<file path="config.mk">
export PLATFORM = sky130hd
export DESIGN_NAME = seven_segment_scanner
export DESIGN_NICKNAME = d
export VERILOG_FILES = /design/src/rtl/seg7_pkg.sv /design/src/rtl/seg7_glyph_decoder.sv /design/src/rtl/seven_segment_scanner.sv
export SDC_FILE = /design/constraint.sdc
export NUM_CORES = 1
export LEC_CHECK = 0
export ABC_AREA = 1
export BUFFER_PORTS_ARGS = -buffer_cell sky130_fd_sc_hd__buf_2
export CAP_MARGIN = 20
export CORE_AREA = 2 2 104 106
export DETAILED_ROUTE_END_ITERATION = 6
export DIE_AREA = 0 0 106 108
export PLACE_DENSITY = 0.76
export SLEW_MARGIN = 20
export SYNTH_ARGS = -nofsm -noshare
export SYNTH_HDL_FRONTEND = slang
export SYNTH_HIERARCHICAL = 1
export SYNTH_SLANG_ARGS = --single-unit
</file>
<file path="constraint.sdc">
create_clock -name clk_8KHz -period 1.83 [get_ports clk_8KHz]
set_input_delay 0.2745 -clock clk_8KHz [delete_from_list [all_inputs] [get_ports clk_8KHz]]
set_output_delay 0.2745 -clock clk_8KHz [all_outputs]
set_load 0.005 [all_outputs]
</file>
<file path="src/rtl/seg7_pkg.sv">
// rtl/seg7_pkg.sv - glyph constants and segment ordering shared by seven-segment drivers
package seg7_pkg;

  // Segment bit positions within {a,b,c,d,e,f,g,dp}; all segments are active-low.
  typedef enum logic [2:0] {
    SEG_DP = 3'd0,
    SEG_G  = 3'd1,
    SEG_F  = 3'd2,
    SEG_E  = 3'd3,
    SEG_D  = 3'd4,
    SEG_C  = 3'd5,
    SEG_B  = 3'd6,
    SEG_A  = 3'd7
  } seg_bit_e;

  localparam int DOT_BIT = 0;

  localparam logic [7:0] GLYPH_0     = 8'b00000011;
  localparam logic [7:0] GLYPH_1     = 8'b10011111;
  localparam logic [7:0] GLYPH_2     = 8'b00100101;
  localparam logic [7:0] GLYPH_3     = 8'b00001101;
  localparam logic [7:0] GLYPH_4     = 8'b10011001;
  localparam logic [7:0] GLYPH_5     = 8'b01001001;
  localparam logic [7:0] GLYPH_6     = 8'b01000001;
  localparam logic [7:0] GLYPH_7     = 8'b00011111;
  localparam logic [7:0] GLYPH_8     = 8'b00000001;
  localparam logic [7:0] GLYPH_9     = 8'b00001001;
  localparam logic [7:0] GLYPH_A     = 8'b00010001;
  localparam logic [7:0] GLYPH_B     = 8'b11000001;
  localparam logic [7:0] GLYPH_C     = 8'b01100011;
  localparam logic [7:0] GLYPH_D     = 8'b10000101;
  localparam logic [7:0] GLYPH_E     = 8'b01100001;
  localparam logic [7:0] GLYPH_F     = 8'b01110001;
  localparam logic [7:0] GLYPH_BLANK = 8'hFF;

  function automatic logic [7:0] glyph_of(input logic [3:0] code);
    logic [7:0] g;
    case (code)
      4'h0:    g = GLYPH_0;
      4'h1:    g = GLYPH_1;
      4'h2:    g = GLYPH_2;
      4'h3:    g = GLYPH_3;
      4'h4:    g = GLYPH_4;
      4'h5:    g = GLYPH_5;
      4'h6:    g = GLYPH_6;
      4'h7:    g = GLYPH_7;
      4'h8:    g = GLYPH_8;
      4'h9:    g = GLYPH_9;
      4'hA:    g = GLYPH_A;
      4'hB:    g = GLYPH_B;
      4'hC:    g = GLYPH_C;
      4'hD:    g = GLYPH_D;
      4'hE:    g = GLYPH_E;
      default: g = GLYPH_F;
    endcase
    return g;
  endfunction

endpackage

</file>
<file path="src/rtl/seg7_glyph_decoder.sv">
// rtl/seg7_glyph_decoder.sv - combinational code/dot/blank to active-low segment pattern
module seg7_glyph_decoder
  import seg7_pkg::*;
(
  input  logic [3:0] code,
  input  logic       dot,
  input  logic       hex_mode,
  input  logic       blank,
  output logic [7:0] segments
);

  always_comb begin
    segments = GLYPH_BLANK;
    // Codes A..F stay dark unless hex glyphs are enabled; the dot goes dark with them.
    if (!blank && (hex_mode || code < 4'hA)) begin
      segments = glyph_of(code);
      if (dot) segments[DOT_BIT] = 1'b0;
    end
  end

endmodule

</file>
<file path="src/rtl/seven_segment_scanner.sv">
// rtl/seven_segment_scanner.sv - multiplexed common-anode scanner with PWM and frame-synchronous shadow
// Optional leading-zero suppression when LEAD_ZERO_BLANK_EN is defined.
module seven_segment_scanner
  import seg7_pkg::*;
#(
  parameter int N_DIGITS = 8,
  parameter int BRIGHT_W = 4
) (
  input  logic                  clk_8KHz,
  input  logic                  rst,
  input  logic [4*N_DIGITS-1:0] digit,
  input  logic [N_DIGITS-1:0]   en_dot,
  input  logic [N_DIGITS-1:0]   blank,
  input  logic                  load,
  input  logic                  hex_mode,
  input  logic [BRIGHT_W-1:0]   brightness,
  output logic [N_DIGITS-1:0]   pos,
  output logic [7:0]            segments,
  output logic                  frame_start
);

  localparam int IDX_W = (N_DIGITS > 1) ? $clog2(N_DIGITS) : 1;

  logic [BRIGHT_W-1:0]   dwell_q, dwell_d;
  logic [IDX_W-1:0]      idx_q, idx_d;
  logic [4*N_DIGITS-1:0] active_digit_q, active_digit_d, pending_digit_q, pending_digit_d;
  logic [N_DIGITS-1:0]   active_dot_q, active_dot_d, pending_dot_q, pending_dot_d;
  logic [N_DIGITS-1:0]   active_blank_q, active_blank_d, pending_blank_q, pending_blank_d;
  logic                  pending_valid_q, pending_valid_d;
  logic [N_DIGITS-1:0]   pos_q, pos_d;
  logic [7:0]            seg_q, seg_d;
  logic                  frame_start_q, frame_start_d;

  logic                  wrap, boundary, lit;
  logic [3:0]            cur_code;
  logic                  cur_dot, cur_blank;
  logic [7:0]            dec_seg;
  logic [N_DIGITS-1:0]   lz_mask;

  always_comb begin
    wrap     = (dwell_q == '1);
    boundary = wrap && (idx_q == IDX_W'(N_DIGITS - 1));

    dwell_d = dwell_q + 1'b1;
    idx_d   = idx_q;
    if (wrap) idx_d = boundary ? '0 : idx_q + 1'b1;

    active_digit_d  = active_digit_q;
    active_dot_d    = active_dot_q;
    active_blank_d  = active_blank_q;
    pending_digit_d = pending_digit_q;
    pending_dot_d   = pending_dot_q;
    pending_blank_d = pending_blank_q;
    pending_valid_d = pending_valid_q;

    if (boundary && pending_valid_q) begin
      active_digit_d  = pending_digit_q;
      active_dot_d    = pending_dot_q;
      active_blank_d  = pending_blank_q;
      pending_valid_d = 1'b0;
    end
    // A load on the boundary cycle lands in pending and waits for the next frame.
    if (load) begin
      pending_digit_d = digit;
      pending_dot_d   = en_dot;
      pending_blank_d = blank;
      pending_valid_d = 1'b1;
    end

    frame_start_d = boundary;
  end

`ifdef LEAD_ZERO_BLANK_EN
  logic [N_DIGITS-1:0] lz_mask_q, lz_mask_d, lz_next;
  logic                lz_lead;

  always_comb begin
    lz_next = '0;
    lz_lead = 1'b1;
    for (int i = N_DIGITS - 1; i >= 1; i--) begin
      if (lz_lead && active_digit_d[4*i +: 4] == 4'h0 && !active_dot_d[i]) lz_next[i] = 1'b1;
      else lz_lead = 1'b0;
    end
    lz_mask_d = boundary ? lz_next : lz_mask_q;
  end

  assign lz_mask = lz_mask_q;
`else
  assign lz_mask = '0;
`endif

  always_comb begin
    lit       = (dwell_q < brightness);
    cur_code  = active_digit_q[4*int'(idx_q) +: 4];
    cur_dot   = active_dot_q[idx_q];
    cur_blank = active_blank_q[idx_q] | lz_mask[idx_q];
  end

  seg7_glyph_decoder u_decoder (
    .code     (cur_code),
    .dot      (cur_dot),
    .hex_mode (hex_mode),
    .blank    (cur_blank),
    .segments (dec_seg)
  );

  // Blanked digits still get their anode slot so every dwell looks identical electrically.
  always_comb begin
    pos_d = '1;
    seg_d = GLYPH_BLANK;
    if (lit) begin
      pos_d[idx_q] = 1'b0;
      seg_d        = dec_seg;
    end
  end

  always_ff @(posedge clk_8KHz) begin
    if (!rst) begin
      dwell_q         <= '0;
      idx_q           <= '0;
      active_digit_q  <= '1;
      active_dot_q    <= '0;
      active_blank_q  <= '1;
      pending_digit_q <= '1;
      pending_dot_q   <= '0;
      pending_blank_q <= '1;
      pending_valid_q <= 1'b0;
      pos_q           <= '1;
      seg_q           <= GLYPH_BLANK;
      frame_start_q   <= 1'b0;
`ifdef LEAD_ZERO_BLANK_EN
      lz_mask_q       <= '0;
`endif
    end else begin
      dwell_q         <= dwell_d;
      idx_q           <= idx_d;
      active_digit_q  <= active_digit_d;
      active_dot_q    <= active_dot_d;
      active_blank_q  <= active_blank_d;
      pending_digit_q <= pending_digit_d;
      pending_dot_q   <= pending_dot_d;
      pending_blank_q <= pending_blank_d;
      pending_valid_q <= pending_valid_d;
      pos_q           <= pos_d;
      seg_q           <= seg_d;
      frame_start_q   <= frame_start_d;
`ifdef LEAD_ZERO_BLANK_EN
      lz_mask_q       <= lz_mask_d;
`endif
    end
  end

  assign pos         = pos_q;
  assign segments    = seg_q;
  assign frame_start = frame_start_q;

endmodule

</file>
# Word level (Yosys, flattened, before mapping)
# Memories as Yosys holds them, arrays and structs flattened. A register that Yosys moved wholly into a read port is not among the register bits.
# Index checks and enable logic that the tools add are counted.
[word_totals] n_memories=2 in_bits=56 register_bits=121 mem_bits_ro=120
[classes] mux=13 add_sub_neg=2 shift=1 order_cmp=4 bitwise=2 n_reduce_logical=10 n_eq_ne=2
[memory_table] name="(no name shown)" words=16 word_bits=7 rd=1 rd_ports_with_merged_regs=1 wr=0 line_no="seg7_pkg.sv:38" source="case (code)"
[memory_table] name="(no name shown)" words=8 word_bits=1 rd=1 rd_ports_with_merged_regs=1 wr=0 line_no="seven_segment_scanner.sv:96" source="cur_blank = active_blank_q[idx_q] | lz_mask[idx_q];"
[ops] op="variable part select 32 x 6 -> 4 bit" count=1
[ops] op="2-to-1 mux 3 bit" count=3
[ops] op="inverter 8 bit" count=1
[ops] op="2-to-1 mux 1 bit" count=7
[ops] op="binary-select mux 1 bit (select 3 bit)" count=2
[ops] op="adder 4 x 1 -> 4 bit (second input constant)" count=1
[ops] op="equality test 4 bit (second input constant)" count=1
[ops] op="logical AND 1 bit" count=4
[ops] op="< comparator 3 x 4 -> 1 bit (second input constant)" count=1
[ops] op="< comparator 4 bit" count=1
[ops] op="< comparator 4 bit (second input constant)" count=1
[ops] op="adder 3 x 1 -> 3 bit (second input constant)" count=1
[ops] op="demux 1 bit (select 3 bit)" count=1
[ops] op="equality test 3 bit (second input constant)" count=1
[ops] op="greater-or-equal comparator 3 x 1 -> 1 bit (second input constant)" count=1
[ops] op="AND reduction 3 bit" count=1
[ops] op="zero test 1 bit" count=2
[ops] op="AND reduction 2 bit" count=1
[ops] op="nonzero test 2 bit" count=1
[ops] op="logical OR 1 bit" count=1
[ops] op="bitwise OR 1 bit" count=1

# Logic depth before layout (Yosys ltp)
# Gate-level depths: netlist (run 1).
[logic_depth] ltp_word=7 ltp_mapped=18 mapped_depth_nobuf=16

# Hierarchy
# The synthesis (run 1) kept the hierarchy.
[modules_own_cells] module="seven_segment_scanner" seq_area_each_um2=2422.3 cells_per_inst=674 area_each_um2=4948.5 n_inst=1
[modules_own_cells] module="seg7_glyph_decoder" seq_area_each_um2=0.0 cells_per_inst=58 area_each_um2=337.8 n_inst=1

# Worst setup path before layout (run 1)
# No wires, ideal clock.
[synth_timing] path_kind="register to register" start="register idx_q[1]" end="register seg_q[4] (netlist: segments[4])" setup_slack_ns=-0.084 period_less_slack_ns=1.914 setup_ns=0.122 stages_incl_launch_ff=16 arrival_ns=1.793 t_required_ns=1.708 n_path_buf=2 path_cell_list="dfxtp_1 -> buf_2 -> clkbuf_1 -> nand2_1 -> nand2_1 -> nand2_1 -> nand2_1 -> inv_1 -> ha_1 -> inv_1 -> nand2_1 -> nand2_1 -> nand2_1 -> nand3_1 -> inv_1 -> nand3_1"
[synth_via] elab_cells_between_ends=10 classes_between="1 x order compare; 1 x shift; 2 x mux; 1 x bitwise; 5 x reduce/logical"
[synth_rtl] item="start, declared" line_no="seven_segment_scanner.sv:25" source="logic [IDX_W-1:0] idx_q, idx_d;"
[synth_rtl] item="start signal, assigned" line_no="seven_segment_scanner.sv:136" source="idx_q <= idx_d;"
[synth_rtl] item="variable part select 32 x 6 -> 4 bit (*)" line_no="seven_segment_scanner.sv:94" source="cur_code = active_digit_q[4*int'(idx_q) +: 4];"
[synth_rtl] item="named net cur_code[1]" line_no="seven_segment_scanner.sv:35" source="logic [3:0] cur_code;"
[synth_rtl] item="< comparator 4 bit" line_no="seg7_glyph_decoder.sv:15" source="if (!blank && (hex_mode || code < 4'hA)) begin"
[synth_rtl] item="logical OR 1 bit" line_no="seg7_glyph_decoder.sv:15"
[synth_rtl] item="logical AND 1 bit" line_no="seg7_glyph_decoder.sv:15"
[synth_rtl] item="AND reduction 3 bit (no line)"
[synth_rtl] item="zero test 1 bit (no line)"
[synth_rtl] item="end, declared" line_no="seven_segment_scanner.sv:31" source="logic [7:0] seg_q, seg_d;"
# Mark *: on every way through the listed nets, which the timed path passes. The rest lies on a longest branch. The select of a mux whose other input is x is not followed.
# A chain may end at the register's enable or synchronous reset.

# Final worst setup path (run 1)
[layout_timing] start="register idx_q[0]" end="register seg_q[6] (netlist: segments[6])"
# The elaborated chain is that of the path after synthesis.

==> results.json, run 1 <==
{
  "syn_to_layout_area_delta_pct": 33.5,
  "fill_cells": 810,
  "num-nets-final": 917,
  "synth_cell_types": 24,
  "maxSlewHeadroom_pct": 34.8,
  "leakage_nw": 3.43,
  "synth_ff_type": "sky130_fd_sc_hd__dfxtp_1",
  "hpwl_um": 7630,
  "worstSetupPathType": "reg2reg",
  "worst_clock_skew_ps": 8.25,
  "post-route-drc-count": 0,
  "ctsRootBufferMaster": "sky130_fd_sc_hd__clkbuf_8",
  "detail_route.first_pass.iterations": 5,
  "clock.fmax_mhz": 522,
  "drt-vias-per-instance": 5.13,
  "violations_in_the_final_reports": "setup timing",
  "clock_power_share_pct": 49.5,
  "postSynthNetCount": 801,
  "drt-wirelength-per-cell_um": 13.2,
  "dpl_worst_slack_ps": -120,
  "synth_enable_flop_cells": 0,
  "max_cap_violations": 0,
  "cts.sink_count": 121,
  "total_wire_length_um": 13200,
  "core_box_area_um2": 10200,
  "route.vias.total": 5115,
  "part_of_the_power_in_registers_pct": 44.5,
  "synth_area_per_inst_um2": 7.22,
  "worst_ep_required_time_ps": 2200,
  "power.share.combinational_pct": 6.0,
  "postSynthCellCount": 732,
  "boundaryPins": 73,
  "min_from": "en_dot[3]",
  "mostFrequentLayoutCell": "sky130_fd_sc_hd__nand2_1",
  "clock_tree.htree_level_count": 4,
  "post-layout-total-power_mw": 6.24,
  "dieArea_um2": 11400,
  "power.internal_mw": 4.80,
  "finalWorstSetupSlack_ps": -84.6,
  "worstSetupStartpoint": "idx_q[0]",
  "clock_tree.buffer_depth": 2,
  "cellPowerDensity_nw_per_um2": 884,
  "number_of_global_route_vias_before_repair": 4811,
  "rr_startpoint": "idx_q[0]",
  "final_max_slew_viol_count": 0,
  "layout.cells.non_filler": 997,
  "rsz_0062_raised_after_global_routing": "yes",
  "diodes": 0,
  "outcome": "finished with violations",
  "synth.cell_area_um2": 5290,
  "hold_path_class": "in2reg",
  "clock_insertion_delay_worst_skew_ps": 520,
  "detailedRoute.firstIterationViolations": 259,
  "endpoint_kind": "register",
  "sw_frac_of_total_pct": 23.1,
  "timing.final.hold_violations": 0,
  "yosys_warnings": 6,
  "fp-row-count": 37,
  "period_minus_slack_ps": 1910,
  "period_utilization_pct": 105,
  "synth_seq_cells": 121,
  "ant_nets": 0,
  "psw_mw": 1.44,
  "io_buffer_count": 72,
  "yosysSeqAreaShare_pct": 45.8,
  "gpl.final_weighted_congestion": 0.941,
  "cts_buffers": 17,
  "cp_data_arrival_time_ps": 2280,
  "tightest_slew_ps": 977,
  "post_synth_main_area_contributors": "sky130_fd_sc_hd__dfxtp_1 46%, sky130_fd_sc_hd__nand2_1 20%, sky130_fd_sc_hd__nand3_1 14%, sky130_fd_sc_hd__ha_1 3.1%, sky130_fd_sc_hd__inv_1 2.3%",
  "utilization_after_layout_pct": 69.0,
  "gr-usage-all-layers_pct": 22.9,
  "drive_above_1_share_pct": 21.7,
  "initial_core_util_pct": 51.7,
  "vdd_ir_drop_max_mv": 0.659,
  "clk_transition_reported_paths_ps": 60,
  "die_h_um": 108,
  "grt_start_max_net_pins": 103,
  "tritoncts": "built",
  "finalSetupViolations": 8,
  "largest_fanout_of_any_net_on_the_critical_path": 8,
  "dp.cells": 912,
  "die_width_um": 106,
  "globalRoute.totalOverflow": 0,
  "highest_count_cells_in_the_layout_ignoring_fill_and_taps": "268 x sky130_fd_sc_hd__nand2_1, 143 x sky130_fd_sc_hd__nand3_1, 119 x sky130_fd_sc_hd__dfxtp_1",
  "async_flop_share_pct": 0,
  "setup_crit_start_kind": "register",
  "grt_pass1_wl_um": 21300,
  "synth_top_area_share_pct": 45.8,
  "synth_top_cell_by_area": "sky130_fd_sc_hd__dfxtp_1",
  "number_of_antenna_violations_at_the_first_check_in_global_routing": 0
}
-- layer usage --
metal,GRT usage [%],wire length (um),vias up
met5,0,0,-
met4,8.93,240,0
met3,5.30,577,24
met2,40.6,6750,131
met1,27.1,5590,2366
li1,-,-,2594
-- path summary, 6_finish.rpt --
kind                 endpoint  slack [ps]  cells past startpoint
max reg2reg       segments[6]         -80                     15
min reg2reg  pending_dot_q[7]         450                      2
min          pending_dot_q[3]          40                      3
max               segments[6]         -80                     15
-- power by group through the flow --
stage / Combinational, mW / Clock [mW] / Sequential (mW)
CTS: 0.374 / 3.13 / 2.77
floorplan: 0.211 / 0 / 2.81
global placement: 0.294 / 0 / 2.82
detailed placement: 0.307 / 0 / 2.83
finish: 0.376 / 3.09 / 2.78
global route: 0.428 / 3.28 / 2.78
-- synth_stat cells, types with 2 or more instances --
library cell               number
sky130_fd_sc_hd__buf_6          8
sky130_fd_sc_hd__nor2_4         2
sky130_fd_sc_hd__nor2_2         2
sky130_fd_sc_hd__buf_2         21
sky130_fd_sc_hd__nand2_4        3
sky130_fd_sc_hd__nand4_1        9
sky130_fd_sc_hd__o21ai_0       14
sky130_fd_sc_hd__buf_4          6
sky130_fd_sc_hd__inv_2          3
sky130_fd_sc_hd__inv_1         32
sky130_fd_sc_hd__nand3_1      149
sky130_fd_sc_hd__nand2_1      282
sky130_fd_sc_hd__dfxtp_1      121
sky130_fd_sc_hd__a21oi_1       14
sky130_fd_sc_hd__nor2_1        23
sky130_fd_sc_hd__nor3_1         8
sky130_fd_sc_hd__clkbuf_1      16
sky130_fd_sc_hd__ha_1          13
-- critical path, stage by stage (launching register included) --
cell,delay (ps)
sky130_fd_sc_hd__dfxtp_4,360
sky130_fd_sc_hd__inv_4,50
sky130_fd_sc_hd__buf_12,130
sky130_fd_sc_hd__nand2_1,60
sky130_fd_sc_hd__nand2_1,50
sky130_fd_sc_hd__nand2_1,50
sky130_fd_sc_hd__nand2_1,70
sky130_fd_sc_hd__nand2_1,100
sky130_fd_sc_hd__nand2_2,90
sky130_fd_sc_hd__buf_6,140
sky130_fd_sc_hd__nor2_4,70
sky130_fd_sc_hd__nor2_2,50
sky130_fd_sc_hd__nor2_4,250
sky130_fd_sc_hd__nand3_2,140
sky130_fd_sc_hd__inv_2,60
sky130_fd_sc_hd__nand3_1,70
-- state kept, by name, indices dropped and copies added, names as in the netlist --
| register | cells |
|---|---|
| pending_dot_q | 8 |
| idx_q | 3 |
| frame_start | 1 |
| segments | 8 |
| pending_valid_q | 1 |
| dwell_q | 4 |
| pending_digit_q | 32 |
| active_dot_q | 8 |
| active_digit_q | 32 |
| pending_blank_q | 8 |
| active_blank_q | 8 |
| pos | 8 |
-- per-stage QoR --
step	hold WS [ps]	cell area [um2]	TNS [ps]
after floorplan	397	5300	0
after global placement	440	5760	-50.4
after detailed placement	442	5760	-902
after CTS	29.3	6810	-1.32
after global routing	58.9	7060	-1180
final	37.5	7060	-361
-- kinds of logic after synthesis --
logic type,Yosys count,share of synthesized area [%]
buffers and inverters,87,8.24
flip-flops,121,45.8
adder cells (fa/ha/maj),13,3.08
AO/OA/AOI/OAI,31,3.27
AND/OR/NAND/NOR,480,39.6
-- final cells by class --
class	count	area, um2	share of cell area, %
clock inverter	11	96.3	1.37
inverter	36	143	2.02
timing repair buffer	146	1170	16.6
clock buffer	21	459	6.51
tap	136	170	2.41
sequential	121	2430	34.4
multi-input combinational	526	2590	36.7
-- timing repair --
action	4_1_cts	5_1_grt
hold buffers	40	0
gates cloned	1	4
setup buffers	3	5
endpoints found under the setup margin	44	48
hold endpoints to repair	40	0
gates resized for setup	11	35
pin swaps	0	14
No activity file was read; power rests on OpenSTA's default activity.
==> run 2: changes to the inputs <==
CELL_PAD_IN_SITES_DETAIL_PLACEMENT = 2   (was not set)
CELL_PAD_IN_SITES_GLOBAL_PLACEMENT = 2   (was not set)
CORE_AREA = 2 2 139 141   (was 2 2 104 106)
DIE_AREA = 0 0 141 143   (was 0 0 106 108)
PLACE_DENSITY = 0.75   (was 0.76)
==> run 2 against run 1 <==
- the flow still finishes with violations (setup timing)
- clock skew about the same
- global-route usage decreased by 5.7 points
- clock-buffer cell count decreased by 1
- wire length increased by 44%
- worst setup slack got worse by 94 ps
- first-iteration DRC count decreased by 30%
- highest routed layer unchanged
- combinational power decreased by 13%
- largest power group unchanged
- critical path depth increased by 1
- cell count increased by 7.1%
- final area decreased by 2.0%
- via count increased by 1.6%
- utilization decreased by 32 points
==> results.json, run 2 (synthesis gave the netlist of run 1 again) <==
{
  "clock.fmax_mhz": 498,
  "die_width_um": 141,
  "finalSetupViolations": 8,
  "largest_registers": "active_digit_q x32, pending_digit_q x32",
  "period_utilization_pct": 110,
  "hpwl_um": 10900,
  "stdcell_area_um2": 6910,
  "worstPathBufferInverterCount": 4,
  "drive_above_1_share_pct": 25.7,
  "io_buffer_count": 72,
  "cellPowerDensity_nw_per_um2": 930,
  "ctsRootBufferMaster": "sky130_fd_sc_hd__clkbuf_16",
  "dieArea_um2": 20200,
  "cts_buffers": 17,
  "gr-usage-all-layers_pct": 17.3,
  "worst_clock_skew_ps": 7.95,
  "boundaryPins": 73,
  "crit_path_cell_trace": "inv_4 -> buf_4 -> nand2_1 -> nand2_1 -> nand2_1 -> nand2_1 -> nand2_2 -> nand2_4 -> buf_4 -> ha_1 -> nand2_2 -> nand2_1 -> nand2_1 -> nand3_2 -> inv_2 -> nand3_2",
  "violations_in_the_final_reports": "setup timing",
  "clk_transition_reported_paths_ps": 60,
  "initial_core_util_pct": 28.5,
  "num-nets-final": 890,
  "critical_path.top_delay_family": "simple AND/OR/NAND/NOR gates",
  "dp.cells": 1017,
  "endpoint_kind": "register",
  "fp-row-count": 50,
  "globalRoute.totalOverflow": 0,
  "diodes": 0,
  "tightest_slew_ps": 675,
  "setup_crit_start_kind": "register",
  "largest_fanout_of_any_net_on_the_critical_path": 5,
  "post-route-drc-count": 0,
  "drt-wirelength-per-cell_um": 17.8,
  "dpl_cell_area_um2": 5910,
  "crit_path_frequent_cell": "sky130_fd_sc_hd__nand2_1",
  "gpl.final_weighted_congestion": 0.794,
  "mostFrequentLayoutCell": "sky130_fd_sc_hd__nand2_1",
  "maxSlewHeadroom_pct": 55.0,
  "fin_worst_hold_slack_ps": 63.3,
  "number_of_antenna_violations_at_the_first_check_in_global_routing": 0,
  "dpl_worst_slack_ps": -206,
  "final_max_slew_viol_count": 0,
  "finalWorstSetupSlack_ps": -179,
  "clock_tree.buffer_depth": 2,
  "number_of_global_route_vias_before_repair": 5674,
  "total_wire_length_um": 19000,
  "leakage_nw": 3.31,
  "drt-vias-per-instance": 4.87,
  "highest_count_cells_in_the_layout_ignoring_fill_and_taps": "259 x sky130_fd_sc_hd__nand2_1, 143 x sky130_fd_sc_hd__nand3_1, 118 x sky130_fd_sc_hd__dfxtp_1",
  "worst_ep_required_time_ps": 2110,
  "max_cap_violations": 0,
  "die_h_um": 143,
  "clock_insertion_delay_worst_skew_ps": 430,
  "core_box_area_um2": 18600,
  "grt_pass1_wl_um": 27800,
  "crit_slowest_cell": "sky130_fd_sc_hd__dfxtp_4",
  "tritoncts": "built",
  "timing.final.hold_violations": 0,
  "worstSetupPathType": "reg2reg",
  "detail_route.first_pass.iterations": 4,
  "fill_cells": 2131,
  "detailedRoute.firstIterationViolations": 182,
  "route.vias.total": 5197,
  "rsz_0062_raised_after_global_routing": "yes",
  "cp_data_arrival_time_ps": 2290,
  "outcome": "finished with violations",
  "layout.cells.non_filler": 1068,
  "hold_path_class": "in2reg",
  "syn_to_layout_area_delta_pct": 30.8,
  "slowest_delay_ps": 400,
  "clock_tree.htree_level_count": 4,
  "vdd_ir_drop_max_mv": 0.596,
  "grt_start_max_net_pins": 103,
  "ant_nets": 0,
  "cts.sink_count": 121,
  "cts.hold.buffers_added": 0,
  "period_minus_slack_ps": 2010
}
run 2: cell type report:
cell class,count,area (um2),area share (%)
sequential,121,2430,35.1
inverter,36,143,2.06
multi-input combinational,526,2640,38.2
timing repair buffer,119,831,12.0
tap,234,293,4.23
clock inverter,12,124,1.79
clock buffer,20,457,6.61
run 2: power by group:
group / internal [mW] / switching [mW]
logic: 0.125 / 0.201
registers: 2.72 / 0.0600
clock network: 2.06 / 1.26
total: 4.91 / 1.53
run 2: path summary, 6_finish.rpt:
check             slack (ps)             endpoint  cells past startpoint                from
setup / recovery        -180          segments[4]                     16            idx_q[0]
hold / removal            60  pending_digit_q[21]                      3           digit[21]
setup reg to reg        -180          segments[4]                     16            idx_q[0]
hold reg to reg          460   pending_blank_q[5]                      2  pending_blank_q[5]
run 2: routing by layer:
layer | GRT usage [%] | wire, um
met1 | 19.6 | 8050
met2 | 32.4 | 10300
met3 | 3.45 | 412
met4 | 5.63 | 294
met5 | 0 | 0
run 2: worst reg2reg max path: cells and delay by family, from the launching register on:
family	cells	cell delay, ps
buffers and inverters	4	440
flip-flops	1	400
AND/OR/NAND/NOR	11	820
adder cells (fa/ha/maj)	1	200
run 2: per-stage QoR:
step / TNS, ps / power [mW] / utilization [%]
2_1_floorplan: 0 / 3.02 / -
3_3_place_gp: -270 / 3.13 / 31.8
3_5_place_dp: -2720 / 3.16 / 31.8
4_1_cts: -270 / 6.49 / 36.1
5_1_grt: -4340 / 6.68 / 37.2
6_report: -1050 / 6.43 / 37.2
run 2: timing repair:
action,in CTS,in global routing
endpoints found under the hold margin,0,0
pin swaps,8,19
buffers inserted,5,9
gates cloned,3,3
endpoints found under the setup margin,55,48
gates resized for setup,43,29
